===== src/rtl/pipe_pkg.sv =====
// ============================================================================
// Module   : pipe_pkg
// Purpose  : Shared types and constants for the generic pipeline stage.
// Revision : 1.0 - initial release
// ============================================================================
`default_nettype none

package pipe_pkg;

  typedef enum logic [1:0] {
    EMPTY = 2'd0,
    ONE   = 2'd1,
    TWO   = 2'd2
  } pipe_state_t;

  // Up to two entries can be discarded or stalled per cycle.
  localparam int c_inc_w = 2;

endpackage

`default_nettype wire


===== src/rtl/sat_counter.sv =====
// ============================================================================
// Module   : sat_counter
// Purpose  : Performance counter that adds 0..3 per cycle and sticks at all-ones.
// Revision : 1.0 - initial release
// ============================================================================
`default_nettype none

module sat_counter
  import pipe_pkg::*;
#(
  parameter int CNT_W = 16
) (
  input  logic               clk,
  input  logic               rst,
  input  logic [c_inc_w-1:0] inc,
  output logic [CNT_W-1:0]   count
);

  localparam logic [CNT_W-1:0] c_max = '1;

  logic [CNT_W-1:0] r_count;
  logic [CNT_W:0]   w_sum;

  // One extra bit catches any overflow so the result clamps instead of wrapping.
  assign w_sum = {1'b0, r_count} + {{(CNT_W + 1 - c_inc_w){1'b0}}, inc};

  always_ff @(posedge clk or negedge rst) begin
    if (!rst) begin
      r_count <= '0;
    end else if (w_sum > {1'b0, c_max}) begin
      r_count <= c_max;
    end else begin
      r_count <= w_sum[CNT_W-1:0];
    end
  end

  assign count = r_count;

endmodule

`default_nettype wire


===== src/rtl/pipe_skid_stage.sv =====
// ============================================================================
// Module   : pipe_skid_stage
// Purpose  : Generic valid/ready pipeline register with optional skid slot,
//            squash, sticky halt and saturating stall/squash counters.
// Revision : 1.0 - initial release
// ============================================================================
`default_nettype none

module pipe_skid_stage
  import pipe_pkg::*;
#(
  parameter int DATA_W  = 32,
  parameter int CNT_W   = 16,
  parameter bit SKID_EN = 1'b1
) (
  input  logic              clk,
  input  logic              rst,
  input  logic              in_valid,
  output logic              in_ready,
  input  logic [DATA_W-1:0] in_data,
  input  logic              in_halt,
  input  logic              squash,
  output logic              out_valid,
  input  logic              out_ready,
  output logic [DATA_W-1:0] out_data,
  output logic              out_halt,
  output logic              halt_seen,
  output logic [CNT_W-1:0]  stall_cnt,
  output logic [CNT_W-1:0]  squash_cnt
);

  pipe_state_t       r_state;
  pipe_state_t       w_state_nxt;
  logic [DATA_W-1:0] r_main_data;
  logic [DATA_W-1:0] r_skid_data;
  logic              r_main_halt;
  logic              r_skid_halt;
  logic              r_halt_seen;

  logic              w_in_ready;
  logic              w_in_fire;
  logic              w_out_valid;
  logic              w_out_fire;
  logic              w_load_main_in;
  logic              w_load_main_skid;
  logic              w_load_skid;
  logic [c_inc_w-1:0] w_held;
  logic [c_inc_w-1:0] w_stall_inc;
  logic [c_inc_w-1:0] w_squash_inc;

  assign w_out_valid = (r_state != EMPTY);

  generate
    if (SKID_EN) begin : g_skid_ready
      // Registered-only ready: no path from out_ready back to in_ready.
      assign w_in_ready = (r_state != TWO) & ~r_halt_seen;
    end else begin : g_pass_ready
      assign w_in_ready = ((r_state == EMPTY) | out_ready) & ~r_halt_seen;
    end
  endgenerate

  assign w_in_fire  = in_valid & w_in_ready;
  assign w_out_fire = w_out_valid & out_ready;

  always_comb begin
    w_state_nxt      = r_state;
    w_load_main_in   = 1'b0;
    w_load_main_skid = 1'b0;
    w_load_skid      = 1'b0;
    if (squash) begin
      w_state_nxt = EMPTY;
    end else begin
      case (r_state)
        EMPTY: begin
          if (w_in_fire) begin
            w_state_nxt    = ONE;
            w_load_main_in = 1'b1;
          end
        end
        ONE: begin
          if (w_in_fire && w_out_fire) begin
            w_load_main_in = 1'b1;
          end else if (w_out_fire) begin
            w_state_nxt = EMPTY;
          end else if (w_in_fire && SKID_EN) begin
            w_state_nxt = TWO;
            w_load_skid = 1'b1;
          end
        end
        TWO: begin
          if (w_out_fire) begin
            w_state_nxt      = ONE;
            w_load_main_skid = 1'b1;
          end
        end
        default: w_state_nxt = EMPTY;
      endcase
    end
  end

  always_ff @(posedge clk or negedge rst) begin
    if (!rst) begin
      r_state     <= EMPTY;
      r_main_data <= '0;
      r_main_halt <= 1'b0;
      r_skid_data <= '0;
      r_skid_halt <= 1'b0;
      r_halt_seen <= 1'b0;
    end else begin
      r_state <= w_state_nxt;
      if (w_load_main_in) begin
        r_main_data <= in_data;
        r_main_halt <= in_halt;
      end else if (w_load_main_skid) begin
        r_main_data <= r_skid_data;
        r_main_halt <= r_skid_halt;
      end
      if (w_load_skid) begin
        r_skid_data <= in_data;
        r_skid_halt <= in_halt;
      end
      // Squash clears halt even if a halt entry is offered in the same cycle.
      if (squash) begin
        r_halt_seen <= 1'b0;
      end else if (w_in_fire && in_halt) begin
        r_halt_seen <= 1'b1;
      end
    end
  end

  // An entry delivered during the squash cycle is not counted as discarded.
  assign w_held       = (r_state == TWO) ? 2'd2 : ((r_state == ONE) ? 2'd1 : 2'd0);
  assign w_squash_inc = squash ? (w_held - {1'b0, w_out_fire}) : 2'd0;
  assign w_stall_inc  = {1'b0, w_out_valid & ~out_ready};

  sat_counter #(
    .CNT_W (CNT_W)
  ) u_stall_cnt (
    .clk   (clk),
    .rst   (rst),
    .inc   (w_stall_inc),
    .count (stall_cnt)
  );

  sat_counter #(
    .CNT_W (CNT_W)
  ) u_squash_cnt (
    .clk   (clk),
    .rst   (rst),
    .inc   (w_squash_inc),
    .count (squash_cnt)
  );

  assign in_ready  = w_in_ready;
  assign out_valid = w_out_valid;
  assign out_data  = r_main_data;
  assign out_halt  = r_main_halt;
  assign halt_seen = r_halt_seen;

endmodule

`default_nettype wire


===== config.mk =====
export PLATFORM = sky130hd
export DESIGN_NAME = pipe_skid_stage
export DESIGN_NICKNAME = d
export VERILOG_FILES = /design/src/rtl/pipe_pkg.sv /design/src/rtl/sat_counter.sv /design/src/rtl/pipe_skid_stage.sv
export SDC_FILE = /design/constraint.sdc
export NUM_CORES = 1
export LEC_CHECK = 0
export CAP_MARGIN = 15
export CORE_ASPECT_RATIO = 0.8
export CORE_MARGIN = 2
export CORE_UTILIZATION = 50
export CTS_CLUSTER_SIZE = 12
export DETAILED_ROUTE_END_ITERATION = 6
export PLACE_DENSITY = 0.77
export SLEW_MARGIN = 10
export SYNTH_ARGS = -nofsm -noshare
export SYNTH_HDL_FRONTEND = slang
export SYNTH_SLANG_ARGS = --single-unit

===== constraint.sdc =====
create_clock -name clk -period 3.5 [get_ports clk]
set_clock_uncertainty 0.15 [all_clocks]
set_input_delay 1.05 -clock clk [delete_from_list [all_inputs] [get_ports clk]]
set_output_delay 1.05 -clock clk [all_outputs]
set_load 0.01 [all_outputs]

==> flow_metrics.env <==
export IMPL_status="completed"
export IMPL_antenna_found_initial=0
export IMPL_gp_congestion=0.859
export IMPL_die_area_sq_um=9920
export IMPL_reg2regPathDepth=12
export IMPL_synth_flop_cell="dfrtp_1"
export IMPL_r2r_start="r_state[1]$_DFFE_PN0P_"
export IMPL_htreeDepth=3
export IMPL_grt_first_pass_wirelength_um=16100
export IMPL_whs_ns=0.323
export IMPL_hold_class="flop to flop"
export IMPL_netlist_instances=373
export IMPL_slew_headroom_pct=63.3
export IMPL_cp_end_kind="flop"
export IMPL_slew_viol_final=0
export IMPL_post_route_period_util_pct=95.5
export IMPL_syn_num_nets=418
export IMPL_avgSynthCellArea_sq_um=12.2
export IMPL_postCtsHoldBufs=0
export IMPL_dp_slack_ns=-0.202
export IMPL_grt_max_degree=102
export IMPL_io_pins=106
export IMPL_worstSetupEndpoint="u_squash_cnt.count[6]$_DFF_PN0_"
export IMPL_crit_type="primary input to flop"
export IMPL_postCtsSetupBuffers=0
export IMPL_finish_instance_area_sq_um=6120
export IMPL_r2r_end="u_squash_cnt.count[6]$_DFF_PN0_"
export IMPL_cts_buffers=9
export IMPL_async_flop_share_pct=100
export IMPL_synth_edf_count=0
export IMPL_drv_cap=0
export IMPL_die_y_um=89.5
export IMPL_core_sq_um=8960
export IMPL_diodes=0
export IMPL_p_leak_nw=2.89
export IMPL_place_area_sq_um=5830
export IMPL_setup_viol=0
export IMPL_firstDrtPassIters=4
export IMPL_cts_reportedPaths_clkPinSlew_ns=0.06
export IMPL_clock_latency_ns=0.34
export IMPL_max_freq_ghz=0.299
export IMPL_start_util_pct=51.0
export IMPL_reg2reg_slack_ns=0.46
export IMPL_wl_per_cell_um=16.0
export IMPL_yosysTopAreaCellShare_pct=55.3
export IMPL_drt_wl_total_um=9860
export IMPL_crit_path_cell_trace="clkdlybuf4s50_1, and2_1, buf_4, ha_1, xor2_1, and2_1, fa_1, buf_4, and2_1, nand4_1, xor2_1, nand2_1"
export IMPL_drive_gt1_share_pct=14.4
export IMPL_drc_errors=0
export IMPL_dr_first_iter_drc_count=136
export IMPL_vias_per_cell=5.48
export IMPL_yosys_area_top_type="dfrtp_1"
export IMPL_slowest_stage="fa_1"
export IMPL_placementRows=31
export IMPL_crit_start="out_ready"
export IMPL_period_minus_slack_ns=3.34
export IMPL_final_core_util_pct=68.3
export IMPL_grt_pass1_vias=3287
export IMPL_cts_root_buf="clkbuf_16"
export IMPL_finalNonFillerCells=616
export IMPL_worstSetupStartpointType="primary input"
export IMPL_power_density_nw_per_um2=567
export IMPL_hold_violations=0
export IMPL_clk_path_buf_depth=2
export IMPL_grt_ovfl_total=0
export IMPL_final_setup_tns_ns=0
export IMPL_cts_repair_resized=0
export IMPL_hpwl_um=6680
export IMPL_cts_tree="built"
export IMPL_ys_seq_area_share_pct=55.3
export IMPL_dpl_cell_count=600
export IMPL_seq_area_sq_um=2530
export IMPL_synthToLayoutAreaGrowth_pct=33.9
export IMPL_cp_arrival_ns=3.41
export IMPL_fill_cells=722
export IMPL_crit_family="buffers and inverters"
export IMPL_synth_warnings=0
export IMPL_worstMarginPinSlew_ns=0.550
export IMPL_vias=3373
export IMPL_rsz0062_at_grt="false"
export IMPL_dieWidth_um=111
export IMPL_cp_depth=12
export IMPL_ys_ff_latch=101
export IMPL_required_ns=3.57
export IMPL_path_buf_inv=3
export IMPL_layout_nets=541
export IMPL_path_common_cell="and2_1"
export IMPL_portBuffers=105
export IMPL_multiInputGateArea_sq_um=1910
export IMPL_cts_sinks=101
export IMPL_grt_use_total_pct=20.4
export IMPL_critical_path_peak_fanout=3
export IMPL_ys_types=44
export IMPL_power_mw=3.47
export IMPL_syn_cell_area_sq_um=4570
export IMPL_synthTopCellsByArea="dfrtp_1 55%, a22o_1 6.1%, mux2_2 5.9%"
export IMPL_worst_ir_drop_vdd_mv=0.381
export IMPL_drtAntennaViolNets=0
export IMPL_cp_slowest_stage_delay_ns=0.45
export IMPL_setup_slack_ns=0.157
==> metal layers <==
metal	track usage [%]	vias up	share of wire, %
met5	0	-	0
met4	6.02	0	0.84
met3	4.95	9	4.5
met2	33.9	83	48
met1	27.3	1699	46
li1	-	1582	-
==> cell type report <==
class | instances | area share, %
Multi-Input combinational cell | 250 | 31.2
Inverter | 7 | 0.430
Clock inverter | 1 | 0.0818
Clock buffer | 15 | 4.38
Tap cell | 115 | 2.35
Sequential cell | 101 | 41.3
Timing Repair Buffer | 127 | 20.3
==> cells in the mapped netlist, types with 4 or more instances <==
cell type / count
a21o_1: 32
a22o_1: 32
and2_1: 4
buf_2: 7
buf_6: 7
dfrtp_1: 101
ha_1: 6
inv_1: 5
mux2_1: 15
mux2_2: 24
nand2_1: 35
nand2b_1: 8
nand3_1: 14
nand4_1: 5
nor2_1: 15
nor3_1: 9
xnor2_1: 14
xor2_1: 5
==> flip-flops by register name, summed over array words and instances (netlist names) <==
register	flops
u_stall_cnt.count	16
r_skid_data	32
u_squash_cnt.count	16
r_state	2
halt_seen	1
r_skid_halt	1
out_halt	1
out_data	32
==> placed cells by master (no fill, tap or decap), types with 9 or more instances in the layout <==
cell,n
a21o_1,32
a22o_1,32
buf_4,21
clkbuf_16,9
clkdlybuf4s50_1,104
dfrtp_1,101
mux2_1,15
mux2_2,24
nand2_1,34
nand3_1,14
nor2_1,15
xnor2_1,14
==> where the power goes <==
part           leakage, nW  total (mW)  internal, mW  switching [mW]
registers             1.29        1.67          1.45           0.213
clock network        0.134       0.916         0.521           0.395
logic                 1.47       0.884         0.545           0.340
==> logic make-up after synthesis <==
logic type | synth area share, %
multiplexers | 9.83
XOR/XNOR | 3.64
AND/OR/NAND/NOR | 12.2
flip-flops | 55.3
adder cells (fa/ha/maj) | 2.08
buffers and inverters | 3.23
AO/OA/AOI/OAI | 13.7
==> how the worst min path moves through the flow <==
stage / start / endpoint / slack (ns) / cells past startpoint
finish: out_data[3]$_DFFE_PN0P_ / out_data[3]$_DFFE_PN0P_ / 0.32 / 1
global placement: out_data[21]$_DFFE_PN0P_ / out_data[21]$_DFFE_PN0P_ / 0.31 / 1
global route: out_data[14]$_DFFE_PN0P_ / out_data[14]$_DFFE_PN0P_ / 0.34 / 1
detailed placement: out_data[29]$_DFFE_PN0P_ / out_data[29]$_DFFE_PN0P_ / 0.31 / 1
CTS: out_data[29]$_DFFE_PN0P_ / out_data[29]$_DFFE_PN0P_ / 0.33 / 1
floorplan: r_skid_data[10]$_DFFE_PN0P_ / r_skid_data[10]$_DFFE_PN0P_ / 0.32 / 1
Note: power is estimated with default switching activity, not from simulation.
